### src/rtl/detector_jogada_pkg.sv
// rtl/detector_jogada_pkg.sv - shared FSM encodings, button count and one-hot check
//   No ports; imported by detector_jogada and by the downstream control unit.
package detector_jogada_pkg;

    localparam int NUM_BOTOES = 4;

    typedef enum logic [2:0] {
        OCIOSO    = 3'd0,
        ARMADO    = 3'd1,
        DEBOUNCE  = 3'd2,
        REGISTRA  = 3'd3,
        INVALIDA  = 3'd4,
        SOLTURA   = 3'd5,
        TEMPO     = 3'd6,
        BLOQUEADO = 3'd7
    } estado_t;

    // True when exactly one button is set; zero or several presses are not a move.
    function automatic logic eh_one_hot(input logic [NUM_BOTOES-1:0] v);
        int n;
        n = 0;
        for (int i = 0; i < NUM_BOTOES; i++) begin
            n = n + int'(v[i]);
        end
        return (n == 1);
    endfunction

endpackage

### src/rtl/sincronizador_botoes.sv
// rtl/sincronizador_botoes.sv - parameterised-width 2-flop synchroniser
//   clock  : system clock
//   reset  : asynchronous active-high clear
//   d      : asynchronous input levels
//   q      : levels synchronised to clock
module sincronizador_botoes #(
    parameter int WIDTH = 4
) (
    input  logic             clock,
    input  logic             reset,
    input  logic [WIDTH-1:0] d,
    output logic [WIDTH-1:0] q
);

    logic [WIDTH-1:0] meta;

    always_ff @(posedge clock or posedge reset) begin
        if (reset) begin
            meta <= '0;
            q    <= '0;
        end else begin
            meta <= d;
            q    <= meta;
        end
    end

endmodule

### src/rtl/detector_jogada.sv
// rtl/detector_jogada.sv - debounced single-button move capture with turn timeout
//   clock           : system clock, rising edge
//   reset           : asynchronous active-high clear
//   botoes          : raw button levels, 1 = pressed
//   habilita        : capture enabled for the current turn
//   limpa           : synchronous clear of jogada
//   jogada          : last accepted one-hot press
//   jogada_feita    : one-cycle pulse, jogada just updated
//   jogada_invalida : one-cycle pulse, debounced candidate was not one-hot
//   timeout         : one-cycle pulse, turn timed out
module detector_jogada
    import detector_jogada_pkg::*;
#(
    parameter int DEBOUNCE_CICLOS = 4,
    parameter int TIMEOUT_CICLOS  = 20
) (
    input  logic                  clock,
    input  logic                  reset,
    input  logic [NUM_BOTOES-1:0] botoes,
    input  logic                  habilita,
    input  logic                  limpa,
    output logic [NUM_BOTOES-1:0] jogada,
    output logic                  jogada_feita,
    output logic                  jogada_invalida,
    output logic                  timeout
);

    localparam int TW = $clog2(TIMEOUT_CICLOS);
    localparam int DW = $clog2(DEBOUNCE_CICLOS) + 1;
    localparam logic [TW-1:0] TEMPO_MAX = TW'(TIMEOUT_CICLOS - 1);
    localparam logic [DW-1:0] DEB_MAX   = DW'(DEBOUNCE_CICLOS - 1);

    logic [NUM_BOTOES-1:0] sinc;
    logic [NUM_BOTOES-1:0] candidato;
    logic [TW-1:0]         cnt_tempo;
    logic [DW-1:0]         cnt_deb;
    estado_t               estado, proximo;

    sincronizador_botoes #(.WIDTH(NUM_BOTOES)) u_sinc (
        .clock (clock),
        .reset (reset),
        .d     (botoes),
        .q     (sinc)
    );

    always_ff @(posedge clock or posedge reset) begin
        if (reset) begin
            estado <= OCIOSO;
        end else begin
            estado <= proximo;
        end
    end

    always_comb begin
        proximo = estado;
        unique case (estado)
            OCIOSO: begin
                if (habilita) begin
                    proximo = (sinc == '0) ? ARMADO : SOLTURA;
                end
            end
            ARMADO: begin
                // A fresh press outranks a timeout landing on the same cycle.
                if (!habilita)                proximo = OCIOSO;
                else if (sinc != '0)          proximo = DEBOUNCE;
                else if (cnt_tempo == TEMPO_MAX) proximo = TEMPO;
            end
            DEBOUNCE: begin
                if (!habilita)                proximo = OCIOSO;
                else if (sinc != candidato)   proximo = ARMADO;
                else if (cnt_deb == DEB_MAX)  proximo = eh_one_hot(candidato) ? REGISTRA : INVALIDA;
            end
            // Pulse states ignore habilita so a pulse is never cut short.
            REGISTRA:  proximo = SOLTURA;
            INVALIDA:  proximo = SOLTURA;
            SOLTURA: begin
                if (!habilita)                proximo = OCIOSO;
                else if (sinc == '0)          proximo = ARMADO;
            end
            TEMPO:     proximo = BLOQUEADO;
            BLOQUEADO: begin
                if (!habilita)                proximo = OCIOSO;
            end
            default:   proximo = OCIOSO;
        endcase
    end

    // Turn timer: restarts only when a turn (re)arms; a bounce back from
    // DEBOUNCE keeps the time already spent. Saturates instead of wrapping.
    always_ff @(posedge clock or posedge reset) begin
        if (reset) begin
            cnt_tempo <= '0;
        end else if (proximo == ARMADO && (estado == OCIOSO || estado == SOLTURA)) begin
            cnt_tempo <= '0;
        end else if (estado == ARMADO && cnt_tempo != TEMPO_MAX) begin
            cnt_tempo <= cnt_tempo + 1'b1;
        end
    end

    always_ff @(posedge clock or posedge reset) begin
        if (reset) begin
            cnt_deb   <= '0;
            candidato <= '0;
        end else if (estado == ARMADO && proximo == DEBOUNCE) begin
            cnt_deb   <= '0;
            candidato <= sinc;
        end else if (estado == DEBOUNCE && proximo == DEBOUNCE && cnt_deb != DEB_MAX) begin
            cnt_deb   <= cnt_deb + 1'b1;
        end
    end

    // The accept load happens on the edge entering REGISTRA and beats limpa.
    always_ff @(posedge clock or posedge reset) begin
        if (reset) begin
            jogada <= '0;
        end else if (proximo == REGISTRA && estado != REGISTRA) begin
            jogada <= candidato;
        end else if (limpa && estado != REGISTRA) begin
            jogada <= '0;
        end
    end

    assign jogada_feita    = (estado == REGISTRA);
    assign jogada_invalida = (estado == INVALIDA);
    assign timeout         = (estado == TEMPO);

endmodule

### config.mk
export PLATFORM = sky130hd
export DESIGN_NAME = detector_jogada
export DESIGN_NICKNAME = d
export VERILOG_FILES = /design/src/rtl/detector_jogada_pkg.sv /design/src/rtl/sincronizador_botoes.sv /design/src/rtl/detector_jogada.sv
export SDC_FILE = /design/constraint.sdc
export NUM_CORES = 1
export LEC_CHECK = 0
export CAP_MARGIN = 20
export CORE_MARGIN = 2
export CORE_UTILIZATION = 55
export CTS_BUF_LIST = sky130_fd_sc_hd__clkbuf_8
export DETAILED_ROUTE_END_ITERATION = 6
export GPL_TIMING_DRIVEN = 1
export PLACE_DENSITY_LB_ADDON = 0.25
export SLEW_MARGIN = 20
export SYNTH_ARGS = -nofsm -noshare
export SYNTH_HDL_FRONTEND = slang
export SYNTH_SLANG_ARGS = --single-unit
### constraint.sdc
create_clock -name clock -period 3.7 [get_ports clock]
set_input_delay 0.74 -clock clock [delete_from_list [all_inputs] [get_ports clock]]
set_output_delay 0.74 -clock clock [all_outputs]
set_load 0.05 [all_outputs]
==> reports/results.txt <==
status: finished clean
Post-CTS Resized: 0
Post-Syn Instances: 117
FF-to-FF path depth: 11
Worst path top cell family by delay: buffers and inverters
FF+latch count, synth: 27
num ports: 15
Crit path depth: 4
Via density: 5.365
Total Wirelength: 2243 microns
worst min path class: reg -> reg
fmax: 0.3462 GHz
I/O Buffers: 14
hold depth: 0
gpl congestion: 0.8860
die width: 53.73 microns
clk root buf: clkbuf_8
EDFF count, synth: 0
number of global-route vias before repair: 846
Post-Syn Nets: 131
GRT Residual Overflow: 0
ys flop type: dfrtp_1
WP buf/inv: 2
Metal-1 WL: 1041 microns
Yosys top cell area share: 49.68%
initial core utilization: 56.44%
slowest CP cell: clkdlybuf4s50_1
HPWL Detailed: 1725 microns
initial antenna violation count: 0
Final Hold Fails: 0
RSZ-0062 raised after global routing: false
YS warnings: 0
WL per Instance: 13.43 microns
# diodes: 0
Final ANT Viol Nets: 0
sequential area share after synthesis: 49.68%
synth top area cells: dfrtp_1, mux2_1, ha_1
clock-pin slew on the worst setup and hold paths: 0.09 ns
mean area per synthesized cell: 11.62 sq um
Slew HR: 50.54%
cts bufs inserted: 3
Rows: 18
Worst Clk Skew: 0.005614 ns
final setup fails: 0
area grow syn2layout: 18.95%
global-route usage over all layers: 18.56%
die area: 2886 sq um
Pre-antenna DRT Iters: 4
CTS hold repair buffers: 0
Async SR Flop Fraction: 100.0%
global-route wire length before repair: 3719 microns
Post-synth top cells: dfrtp_1, inv_1, nand2_1, nor2_1
critical path type: reg -> out
Final min period: 2.888 ns
drt drc: 0
peak per-stage delay on the critical path: 0.83 ns
share of cells above drive strength 1: 9.489%
largest net degree at the start of global routing: 28
DRT iter0 DRCs: 17
fillcell total: 179
buffer levels on the longest clock path: 2
TNS Setup: 0 ns
Core Area: 2410 sq um
final clock period utilization by the worst path: 78.07%
CP required: 2.96 ns
synthesized cell area: 1360 sq um
CP Launch Type: register
top-count cell post-synth: dfrtp_1
Max Cap Viol: 0
metal2 WL: 1068 microns
crit end category: output port
# H-tree levels: 1
CP Cell Sequence: nor2b_1 -> nand2_1 -> inv_1 -> clkdlybuf4s50_1
worst skew pair latency: 0.27 ns
worst slew pin tran: 0.7318 ns
CTS Sinks: 27
met3 WL post-DR: 84 microns
worst slack at placement: 0.5784 ns
Power Dens Cells: 744.6 nW/um^2
setup ws final: 0.8116 ns
Layout Utilization: 67.13%
synth unique cells: 33
vias post-DR: 896
Max FO, Critical Path: 8
post-CTS setup buffer count: 0
highest routed layer: met4
Peak VDD IR: 0.4162 mV
Lkg Pwr: 0.7288 nW
cell taking the most area after synthesis: dfrtp_1
CTS tree: done
Data arrival, critical path: 2.15 ns
Final Net Count: 152
Die H: 53.73 microns
fin. max-slew vios: 0
==> metrics by stage <==
step | hold slack (ns) | cells | power [W] | area [sq um]
floorplan | 0.3312 | 117 | 0.0009007 | 1360
global placement | 0.3317 | 162 | 0.001031 | 1545
detailed placement | 0.3347 | 162 | 0.001053 | 1545
CTS | 0.3560 | 166 | 0.001217 | 1590
global route | 0.3683 | 167 | 0.001313 | 1618
finish | 0.3513 | 167 | 0.001205 | 1618
==> cells by family (layout without fill, tap and decap cells) <==
kind of cell / count (synthesis) / after routing / synth area share (%)
adder cells (fa/ha/maj): 6 / 6 / 6.072
multiplexers: 12 / 12 / 9.476
AO/OA/AOI/OAI: 9 / 9 / 6.992
AND/OR/NAND/NOR: 44 / 44 / 19.60
buffers and inverters: 11 / 31 / 3.036
flip-flops: 27 / 27 / 49.68
XOR/XNOR: 8 / 8 / 5.152
==> cell type report <==
type | count | area, sq um | share of cell area (%)
Multi-Input combinational cell | 79 | 643.1 | 39.75
Sequential cell | 27 | 675.6 | 41.76
Tap cell | 30 | 37.54 | 2.320
Timing Repair Buffer | 16 | 175.2 | 10.83
Clock inverter | 1 | 3.754 | 0.2320
Clock buffer | 3 | 41.29 | 2.552
Inverter | 11 | 41.29 | 2.552
==> state kept, by name, summed over array words and instances, names as in the netlist <==
name / cells
candidato: 4
u_sinc.meta: 4
estado: 3
u_sinc.q: 4
jogada: 4
cnt_tempo: 5
cnt_deb: 3
==> where the power goes <==
group	leakage, nW	internal, W	switching [W]
Sequential	0.339	0.000377	0.0000802
Combinational	0.363	0.000253	0.000335
Clock	0.0269	0.0000743	0.0000846
Total	0.729	0.000705	0.000500
==> per-layer routing <==
| layer | up-vias | GRT usage, % |
|---|---|---|
| li1 | 439 | - |
| met1 | 426 | 24.31 |
| met2 | 27 | 29.67 |
| met3 | 4 | 2.500 |
| met4 | 0 | 10.26 |
| met5 | - | 0 |
==> worst paths after layout <==
kind,slack (ns),end,start
worst max-delay path,0.81,jogada_feita,estado[0]
worst min-delay path,0.35,u_sinc.q[3],u_sinc.meta[3]
worst max register to register,0.91,cnt_deb[1],candidato[0]
worst min register to register,0.35,u_sinc.q[3],u_sinc.meta[3]
max in group asynchronous,2.63,cnt_deb[2],reset
min in group asynchronous,0.70,u_sinc.q[2],reset
==> layout by cell type (no fill, tap or decap), types with 2 or more instances in the layout <==
cell             netlist  routed
mux2_1                 7       7
clkdlybuf4s50_1        0      14
dfrtp_1               27      27
nor2b_1                5       5
nor2_1                 8       8
xor2_1                 7       7
a31oi_1                2       2
inv_1                 11      11
o21ai_0                2       2
nand2b_1               2       2
nand4_1                3       3
mux2i_1                5       5
nand2_1               10      10
clkbuf_8               0       3
and2_1                 2       2
nor3_1                 3       3
ha_1                   5       5
==> worst reg2reg max path, delay by kind of cell (launching register included) <==
kind / cells / cell delay, ns
and+or+nand+nor: 4 / 0.43
DFF: 1 / 0.38
AOI/OAI and AO/OA: 1 / 0.42
buffers and inverters: 2 / 0.13
adders and majority gates: 3 / 0.97
muxes: 1 / 0.34
Note: power is estimated with default switching activity, not from simulation.
